[config.mk]
export PLATFORM = sky130hd
export DESIGN_NAME = pwm_duty_slew
export DESIGN_NICKNAME = d
export VERILOG_FILES = /design/src/rtl/pwm_duty_slew.sv
export SDC_FILE = /design/constraint.sdc
export NUM_CORES = 1
export LEC_CHECK = 0
export BUFFER_PORTS_ARGS = -buffer_cell sky130_fd_sc_hd__buf_2
export CAP_MARGIN = 10
export CELL_PAD_IN_SITES_DETAIL_PLACEMENT = 2
export CELL_PAD_IN_SITES_GLOBAL_PLACEMENT = 2
export CORE_MARGIN = 2
export CORE_UTILIZATION = 37
export DETAILED_ROUTE_END_ITERATION = 7
export PLACE_DENSITY_LB_ADDON = 0.1
export SLEW_MARGIN = 20
export SYNTH_ARGS = -nofsm -noshare
export SYNTH_HDL_FRONTEND = slang
export SYNTH_SLANG_ARGS = --single-unit
[constraint.sdc]
create_clock -name clk -period 10.9 [get_ports clk]
set_input_delay 2.18 -clock clk [delete_from_list [all_inputs] [get_ports clk]]
set_output_delay 2.18 -clock clk [all_outputs]
set_load 0.05 [all_outputs]
[src/rtl/pwm_duty_slew.sv]
// Duty-cycle slew limiter: walks duty_out toward target_duty in steps of
// step_eff, one step every tick_div+1 cycles, so register writes never
// produce abrupt PWM duty jumps. bypass gives an immediate update.
module pwm_duty_slew #(
   parameter int DW = 8,
   parameter int PW = 16
) (
   input  logic          clk,
   input  logic          rst,
   input  logic          en,
   input  logic          bypass,
   input  logic [DW-1:0] target_duty,
   input  logic [3:0]    step,
   input  logic [PW-1:0] tick_div,
   output logic [DW-1:0] duty_out,
   output logic          ramping,
   output logic          at_target
);

   localparam logic [1:0] IDLE      = 2'd0;
   localparam logic [1:0] RAMP_UP   = 2'd1;
   localparam logic [1:0] RAMP_DOWN = 2'd2;

   logic [1:0]    state;
   logic [PW-1:0] cnt;
   logic          tick;
   logic [DW:0]   step_eff;
   logic [DW:0]   duty_x;
   logic [DW:0]   tgt_x;
   logic [DW:0]   sum;
   logic [DW:0]   diff;
   logic [DW-1:0] nxt_duty;

   // Widened operands: the extra bit catches carry past full scale and
   // borrow below zero so the step never wraps.
   assign step_eff = (step == 4'd0) ? (DW+1)'(1) : {{(DW-3){1'b0}}, step};
   assign duty_x   = {1'b0, duty_out};
   assign tgt_x    = {1'b0, target_duty};
   assign sum      = duty_x + step_eff;
   assign diff     = duty_x - step_eff;
   assign tick     = (cnt == tick_div);

   // Next duty on a tick: one clamped step toward the current target.
   always_comb begin
      nxt_duty = duty_out;
      if (tgt_x > duty_x) begin
         nxt_duty = (sum > tgt_x) ? target_duty : sum[DW-1:0];
      end else if (tgt_x < duty_x) begin
         nxt_duty = (diff[DW] || (diff < tgt_x)) ? target_duty : diff[DW-1:0];
      end
   end

   // Ramp state machine, prescaler and registered outputs.
   always_ff @(posedge clk) begin
      if (rst) begin
         duty_out  <= '0;
         state     <= IDLE;
         cnt       <= '0;
         ramping   <= 1'b0;
         at_target <= 1'b0;
      end else begin
         at_target <= 1'b0;
         if (bypass) begin
            duty_out <= target_duty;
            state    <= IDLE;
            cnt      <= '0;
            ramping  <= 1'b0;
         end else if (!en) begin
            state    <= IDLE;
            cnt      <= '0;
            ramping  <= 1'b0;
         end else begin
            case (state)
               IDLE: begin
                  cnt <= '0;
                  if (tgt_x > duty_x) begin
                     state   <= RAMP_UP;
                     ramping <= 1'b1;
                  end else if (tgt_x < duty_x) begin
                     state   <= RAMP_DOWN;
                     ramping <= 1'b1;
                  end
               end
               default: begin
                  if (tick) begin
                     // Direction is re-decided here, so a target moved
                     // mid-ramp takes effect only on the next update.
                     cnt      <= '0;
                     duty_out <= nxt_duty;
                     if (nxt_duty == target_duty) begin
                        state     <= IDLE;
                        ramping   <= 1'b0;
                        at_target <= 1'b1;
                     end else if (tgt_x > duty_x) begin
                        state   <= RAMP_UP;
                        ramping <= 1'b1;
                     end else begin
                        state   <= RAMP_DOWN;
                        ramping <= 1'b1;
                     end
                  end else begin
                     cnt <= cnt + 1'b1;
                  end
               end
            endcase
         end
      end
   end

endmodule
==> flow_summary_export.csv <==
group,metric,value,unit
outcome,status,"finished, final reports clean",
grt,grt.total_usage,0.258,
final_layout,fill_cells,1057,
worst_setup_path,rrSetupSlack,5.94,ns
clock_network,cts_resized,0,
synth,synthArstFlopShare,0,
floorplanning,die_area,9470,µm²
drt,drt_iter0_markers,233,
sta,rsz0062_at_grt,"false",
worst_setup_path,r2r_cells,15,
hold_path,hold_path_end,"ramping",
clock_network,post_cts_buffers,0,
synth,synth-main-ff-cell,"dfxtp_1",
clock_network,cts.sinks,28,
clock_network,cts_tree,"done",
sta,relSlewSlack,0.411,
clock_network,clkTransAtPathRegs,0.10,ns
sta,tns,0,ns
hold_path,hold_class,"reg -> reg",
final_layout,fin_nets,509,
synth,synthesis.area,3220,µm²
job,cap_violations,0,
synth,postSynthCellCount,414,
floorplanning,die_w,97.3,µm
synth,ys_warn_count,0,
final_layout,n_antenna_cell,0,
drt,vias_per_cell,5.99,
worst_setup_path,timing.rr.end,"at_target",
synth,yosys-top-cells-count,"nor2_1, ha_1, dfxtp_1, inv_1, a21oi_1",
floorplanning,pin_count,42,
worst_setup_path,cp_slowest_cell,"a311oi_4",
place,placedCellCount,546,
worst_setup_path,worst_r2r_startpoint,"duty_out[1]",
sta,period_minus_slack,6.83,ns
synth,synth_nets,480,
synth,syn-mean-instance-area,7.78,µm²
floorplanning,die_y,97.3,µm
sta,finalHoldViolations,0,
synth,ys_ff_latch,28,
clock_network,htreeDepth,1,
final_layout,drive_above_1_share,0.156,
power,powerDensity,96.6,nW/µm²
worst_setup_path,crit_buf_inv,2,
grt,grt_max_degree,19,
final_layout,seqCellArea,561,µm²
sta,tightest_slew,0.884,ns
place,port_buffers,41,
drt,avgRoutedWirePerCell,22.0,µm
clock_network,cts_buffers,3,
synth,synth_area_leader_cell,"dfxtp_1",
final_layout,multi_input_area,2450,µm²
synth,synth_area_leaders,"dfxtp_1, ha_1, xor2_1, nor2_1, xnor2_1",
clock_network,cts_root_buffer,"clkbuf_8",
worst_setup_path,required,11.08,ns
drt,drcViolationCount,0,
worst_setup_path,crit_arrival,7.01,ns
place,gp_congestion,0.888,
sta,finClkSkew,0.00774,ns
sta,max_freq,146,MHz
worst_setup_path,cpPeakStageDelay,0.73,ns
drt,firstDrtPassIters,4,
drt,wl,12.1,mm
grt,grt_pass1_wl,19.7,mm
worst_setup_path,worstSetupStartpointType,"input pin",
synth,yosys.cell_count.top_type,"nor2_1",
worst_setup_path,crit_path_max_fanout,18,
drt,antenna_left,0,
sta,finalMaxSlewViolations,0,
hold_path,holdPathStages,1,
sta,setup_viol,0,
worst_setup_path,cp_top_family,"compound AO/OA/AOI/OAI gates",
synth,synth_edf_count,0,
synth,yosysSeqAreaShare,0.174,
synth,synth_top_area_share,0.174,
floorplanning,core,8590,µm²
power,power.leakage,1.46,nW
worst_setup_path,worst_setup_path_end_kind,"flip-flop",
floorplanning,start_util,0.375,
floorplanning,rows,34,
worst_setup_path,criticalPathCategory,"in -> reg",
grt,grt_pass1_vias,3611,
final_layout,synthToLayoutAreaGrowth,9.52,%
final_layout,stdcell_count,550,
clock_network,hold_buffers,0,
clock_network,cts_buffer_depth,2,
hold_path,min_from,"ramping",
grt,overflow,0,
sta,period_share,0.626,
clock_network,clkLatencyLatePin,0.28,ns
place,hpwl,9.82,mm
power,ir_drop,0.0445,mV
drt,vias,3296,
worst_setup_path,path_cells,"buf_2 > inv_1 > a31o_2 > ha_1 > fa_1 > nor2b_1 > o311ai_2 > xnor2_1 > ha_1 > a21o_1 > a21oi_1 > nor2_1 > a311oi_4 > a21oi_1 > o32ai_1 > a2111oi_1 > and3_1 > and2_1",
grt,antenna_found_initial,0,
synth,synthDistinctLibCells,67,
==> cell families (layout without fill, tap and decap cells) <==
kind of cell / Yosys count / count (layout) / synth area share
AO/OA/AOI/OAI: 133 / 133 / 0.308
XOR/XNOR: 40 / 40 / 0.111
multiplexers: 1 / 1 / 0.00350
AND/OR/NAND/NOR: 131 / 131 / 0.202
adder cells (fa/ha/maj): 34 / 34 / 0.137
flip-flops: 28 / 28 / 0.174
buffers and inverters: 47 / 75 / 0.0649
==> cell usage in the layout (no fill, tap or decap), drive strengths merged, types with 3 or more instances in the layout <==
| cell | Yosys | routed |
|---|---|---|
| nor2 | 44 | 44 |
| buf | 11 | 42 |
| ha | 32 | 32 |
| inv | 28 | 28 |
| dfxtp | 28 | 28 |
| a21oi | 27 | 27 |
| o21ai | 27 | 27 |
| xor2 | 24 | 24 |
| nand2 | 23 | 23 |
| xnor2 | 16 | 16 |
| nand3 | 13 | 13 |
| a211oi | 11 | 11 |
| o22ai | 9 | 9 |
| a21o | 8 | 8 |
| and2 | 7 | 7 |
| nand4 | 7 | 7 |
| a22oi | 7 | 7 |
| and3 | 7 | 7 |
| nor3 | 7 | 7 |
| o221ai | 6 | 6 |
| nor2b | 5 | 5 |
| nor4 | 5 | 5 |
| nand2b | 4 | 4 |
| a32oi | 4 | 4 |
| clkbuf | 7 | 4 |
| or3 | 4 | 4 |
| o32ai | 3 | 3 |
| a221oi | 3 | 3 |
| or2 | 3 | 3 |
| a31oi | 3 | 3 |
==> layer usage <==
metal  up-vias  global-route usage  part of all wire
li1       1578                   -                 -
met1      1626               0.377              0.50
met2        80               0.410              0.44
met3        12              0.0360             0.048
met4         0              0.0449             0.014
met5         -                   0                 0
==> metrics by stage <==
stage	utilization	instance area (µm²)	total power, mW	hold WS (ns)	setup slack, ns
after floorplan	-	3220	0.229	0.451	4.98
after global placement	0.404	3470	0.270	0.503	3.86
after detailed placement	0.404	3470	0.275	0.519	3.80
after CTS	0.410	3530	0.341	0.546	4.08
after global routing	0.410	3530	0.364	0.577	3.81
final	0.410	3530	0.341	0.541	4.07
==> area by class of cell <==
type,count,share of cell area
Clock buffer,4,0.0156
Inverter,29,0.0309
Multi-Input combinational cell,339,0.696
Sequential cell,28,0.159
Tap cell,108,0.0383
Timing Repair Buffer,42,0.0603
==> how the worst max path moves through the flow <==
stage | startpoint | end | slack (ns) | cells past startpoint
floorplan | step[2] | at_target | 4.98 | 17
global placement | step[1] | at_target | 3.86 | 18
detailed placement | step[1] | at_target | 3.80 | 18
CTS | step[1] | at_target | 4.08 | 18
global route | step[1] | at_target | 3.81 | 18
finish | step[1] | at_target | 4.07 | 18
==> where the power goes <==
part           internal, mW  switching (mW)
combinational        0.0599           0.106
sequential            0.104         0.00576
clock                0.0324          0.0328
total                 0.197           0.144
==> sequential cells by signal, indices dropped and copies added (netlist names) <==
signal and flops:
cnt 16, duty_out 8, state 2, at_target 1, ramping 1
==> worst reg2reg max path, delay by kind of cell, from the launching register on <==
kind	cells	cell delay (ns)
adders and majority gates	2	0.66
and+or+nand+nor	4	0.79
DFF	1	0.57
xor gates and xnor gates	1	0.34
AOI/OAI and AO/OA	8	2.51
No activity file was read; power rests on OpenSTA's default activity.
